===== src/rtl/lfsr_chk_pkg.sv =====
// Shared types and helpers for the LFSR stream checker (see lfsr_stream_checker,
// optional signature compare enabled by LFSR_CHK_SIG_EN).
package lfsr_chk_pkg;

    typedef enum logic [1:0] {
        IDLE  = 2'd0,
        CHECK = 2'd1,
        DONE  = 2'd2
    } chk_state_e;

    localparam logic [63:0] LFSR_DEFAULT_SEED = 64'h5aef0c8d_d70a4497;
    localparam logic [15:0] IDX_NONE          = 16'hFFFF;

    // One step of the 64-bit LFSR; shared by the expected sequence and the MISR.
    function automatic logic [63:0] lfsr64_next(input logic [63:0] s);
        return {s[62:0], s[63] ^ s[2] ^ s[0]};
    endfunction

endpackage


===== src/rtl/misr64.sv =====
// 64-bit MISR folding 32-bit words into a signature using the shared LFSR step.
module misr64
    import lfsr_chk_pkg::*;
(
    input  logic        clk,
    input  logic        rst_n,
    input  logic        clr,
    input  logic        en,
    input  logic [31:0] din,
    output logic [63:0] sig
);

    // Signature register: clear wins over fold.
    always_ff @(posedge clk or negedge rst_n) begin
        if (!rst_n) begin
            sig <= 64'h0;
        end else if (clr) begin
            sig <= 64'h0;
        end else if (en) begin
            sig <= {32'h0, din} ^ lfsr64_next(sig);
        end else begin
            sig <= sig;
        end
    end

endmodule


===== config.mk =====
export PLATFORM = sky130hd
export DESIGN_NAME = misr64
export DESIGN_NICKNAME = d
export VERILOG_FILES = /design/src/rtl/lfsr_chk_pkg.sv /design/src/rtl/misr64.sv
export SDC_FILE = /design/constraint.sdc
export NUM_CORES = 1
export LEC_CHECK = 0
export CORE_UTILIZATION = 45
export CTS_CLUSTER_SIZE = 16
export DETAILED_ROUTE_END_ITERATION = 10
export HOLD_SLACK_MARGIN = 0.12
export PLACE_DENSITY = 0.8
export SLEW_MARGIN = 20
export SYNTH_ARGS = -nofsm -noshare
export SYNTH_HDL_FRONTEND = slang
export SYNTH_SLANG_ARGS = --single-unit

===== constraint.sdc =====
create_clock -name clk -period 1.9 [get_ports clk]
set_clock_uncertainty 0.2 [all_clocks]
set_input_delay 0.57 -clock clk [delete_from_list [all_inputs] [get_ports clk]]
set_output_delay 0.57 -clock clk [all_outputs]
set_load 0.05 [all_outputs]

==> reports/metrics.csv, run 1 <==
stage;metric;value;unit
cts;source-to-sink clock delay at the later pin of the worst-skew pair;0.32;ns
outcome;status;finished clean;
yosys;number of instances in the synthesized netlist;244;
floorplanning;die span in x;81.1;um
global_routing;initial antenna violation count;0;
critical_path;Critical Path Slowest Stage Cell;dfrtp_1;
yosys;number of nets produced by synthesis;280;
yosys;number of synthesized register bits;64;
cts;count of hold buffers inserted by post-cts repair;1;
job;count of maximum capacitance violations;0;
layout;final core utilization;78.9;%
timing;total of endpoints with negative setup slack in the final report;0;
drt;via/cell ratio;5.10;
global_routing;GRT Total Usage;21.8;%
yosys;top cell type by total area after synthesis;dfrtp_1;
hold_path;type of the worst min-delay path;input port to flip-flop;
power_and_ir_drop;leakage power figure;0.00210;uW
layout;area overhead of the layout relative to synthesis;68.0;%
yosys;post-synthesis area per instance;11.5;um^2
layout;antenna fix cells;0;
critical_path;required time at the endpoint of the critical path;1.13;ns
critical_path;cell breakdown of the critical path;buf_12;
layout;final cell area excluding filler cells;4730;um^2
critical_path;cell class contributing the biggest share of worst-path delay;flip-flops;
layout;fraction of layout cells with a size suffix above 1;25.1;%
power_and_ir_drop;pwr dens;726;nW/um^2
layout;most common cell after layout, fill and taps aside;buf_12;
timing;headroom to the max-slew limit;81.5;%
layout;# nets final;379;
cts;number of H-tree levels;3;
critical_path;critical path's largest stage delay;0.46;ns
critical_path;crit path max fanout;3;
timing;min cycle time layout;1.74;ns
yosys;sequential cell area fraction in the yosys report;56.9;%
timing;final sum of negative setup slack;0;ns
global_routing;largest net degree at the start of global routing;55;
yosys;count of warnings emitted by yosys;0;
power_and_ir_drop;Max IR drop VDD;0.000667;V
cts;clock tree buffer depth;2;
floorplanning;number of placement rows;28;
critical_path;WS Path Type;flip-flop to primary output;
timing;number of hold violations in the final report;0;
layout;register ranked first by flip-flop count;sig;
layout;flip-flop and latch area;1600;um^2
drt;DR pass1 iterations;4;
cts;TritonCTS clock tree;built;
cts;clock sink count;64;
global_routing;global-route wire length before repair;10500;um
global_routing;routing layer with the top usage in global route;met2;
cts;clock slew at reported path FFs;0.07;ns
timing;final number of max-transition violations;0;
critical_path;data arrival time of the critical path;0.97;ns
power_and_ir_drop;cell-internal power;2460;uW
cts;Num CTS Buffers;9;
yosys;synth unique cells;14;
global_routing;via count of the first global-routing pass;2059;
layout;flip-flop count of the largest register after layout;64;
layout;filler cell count in the final layout;363;
cts;root cell of the clock tree;clkbuf_8;
power_and_ir_drop;Net Sw Power;975;uW
cts;# resized after CTS;0;
global_routing;gr ovfl total;0;
layout;highest-count cells in the layout ignoring fill and taps;buf_12, nor2_1, dfrtp_1, mux2i_1, clkdlybuf4s50_1;
critical_path;critical path buffer and inverter count;1;
floorplanning;number of top-level pins;100;
drt;total routed wirelength;6550;um
floorplanning;effective utilization at floorplan;47.0;%
placed_design;DPL Wire Length;4610;um
cts;post-CTS setup-driven buffer insertion count;0;
power_and_ir_drop;Gate power share;23.4;%
timing;highest achievable clock rate;0.576;GHz
timing;Tightest Pin Transition;0.277;ns
critical_path;CP endpoint kind;primary output;
timing;unrepaired setup endpoints after global routing;false;
yosys;ranking of synthesized cells by area;dfrtp_1, mux2i_1, xnor2_1, nor2_1, a211oi_1;
placed_design;number of buffers added on ports;99;
drt;Iteration-0 DRC Markers;100;
critical_path;startpoint class of the critical path;flip-flop;
yosys;share of Yosys cell area claimed by the top area cell type;56.9;%
layout;area of the multi-input gates;1110;um^2
layout;Largest regs;sig (64);
drt;post-detailed-route wirelength per cell;15.5;um
global_routing;met2 track demand over resource;35.9;%
drt;count of vias placed by the detailed router;2153;
floorplanning;die extent in y;81.1;um
placed_design;weighted congestion at the end of routability-driven global placement;0.705;
drt;DRC violations left;0;
power_and_ir_drop;power share of the clock group;32.5;%
power_and_ir_drop;net switching share of the total power;28.4;%
placed_design;placed cell area;4530;um^2
floorplanning;placeable core region;5990;um^2
yosys;Syn Std Cell Area;2810;um^2
floorplanning;die area;6570;um^2
global_routing;met3 track demand over resource in global routing;4.27;%
timing;final cycle utilization of the critical path;91.4;%
power_and_ir_drop;proportion of power drawn by flip-flops and latches;44.1;%
drt;antenna-violating nets left;0;
global_routing;routing usage on met1;26.7;%
-- logic make-up (layout without fill, tap and decap cells) --
| kind of cell | Yosys count | count (layout) | share of synthesized area (%) |
|---|---|---|---|
| compound gates | 33 | 33 | 8.76 |
| mux | 32 | 32 | 11.4 |
| buf+inv | 18 | 121 | 3.69 |
| simple gates | 65 | 65 | 8.76 |
| xor+xnor | 32 | 32 | 10.5 |
| flops | 64 | 64 | 56.9 |
-- Yosys cell counts --
| cell type | number |
|---|---|
| a211oi_1 | 31 |
| a21oi_1 | 1 |
| a31o_1 | 1 |
| buf_1 | 6 |
| buf_2 | 8 |
| buf_4 | 2 |
| buf_6 | 1 |
| buf_8 | 1 |
| dfrtp_1 | 64 |
| mux2i_1 | 32 |
| nand2b_1 | 1 |
| nor2_1 | 64 |
| xnor2_1 | 31 |
| xor3_1 | 1 |
-- layout make-up --
type	count	share of cell area, %
timing repair buffer	106	36.7
sequential	64	33.9
multi-input combinational	162	23.5
clock buffer	11	2.99
tap	75	1.99
clock inverter	4	0.953
-- per-stage QoR --
step,std cells,power [uW],setup WS [ns],hold WS (ns)
4_1_cts,422,3460,0.143,0.386
3_3_place_gp,406,2330,0.108,0.371
5_1_grt,422,3570,0.112,0.396
2_1_floorplan,244,1910,0.211,0.0744
3_5_place_dp,406,2340,0.0652,0.376
6_report,422,3430,0.163,0.397
-- power by group through the flow --
| stage | combinational, uW | sequential, uW | clock (uW) |
|---|---|---|---|
| floorplan | 209 | 1700 | 0 |
| global placement | 793 | 1540 | 0 |
| CTS | 809 | 1520 | 1140 |
| finish | 802 | 1510 | 1120 |
| detailed placement | 803 | 1540 | 0 |
| global route | 849 | 1520 | 1200 |
-- layer usage --
layer | wire, um | share of wire (%)
met5 | 0 | 0
met4 | 175 | 2.7
met3 | 278 | 4.2
met2 | 3370 | 52
met1 | 2720 | 42
-- final timing paths --
path / from / endpoint / slack (ns) / cells past startpoint
max: sig[63] / sig[63] / 0.16 / 1
min: clr / sig[7] / 0.40 / 2
max reg2reg: sig[2] / sig[0] / 0.43 / 3
min reg2reg: sig[37] / sig[37] / 0.41 / 2
max in group asynchronous: rst_n / sig[11] / 0.64 / 3
min in group asynchronous: rst_n / sig[40] / 0.59 / 3
(Power assumes the default switching activity.)
==> run 2, diff against run 1 <==
--- a/config.mk
+++ b/config.mk
@@ -10,7 +10,6 @@
 export DETAILED_ROUTE_END_ITERATION = 10
 export HOLD_SLACK_MARGIN = 0.12
 export PLACE_DENSITY = 0.8
-export SLEW_MARGIN = 20
 export SYNTH_ARGS = -nofsm -noshare
 export SYNTH_HDL_FRONTEND = slang
 export SYNTH_SLANG_ARGS = --single-unit
==> results of run 2 <==
No change in the layout: final DEF, timing and power equal those of run 1.
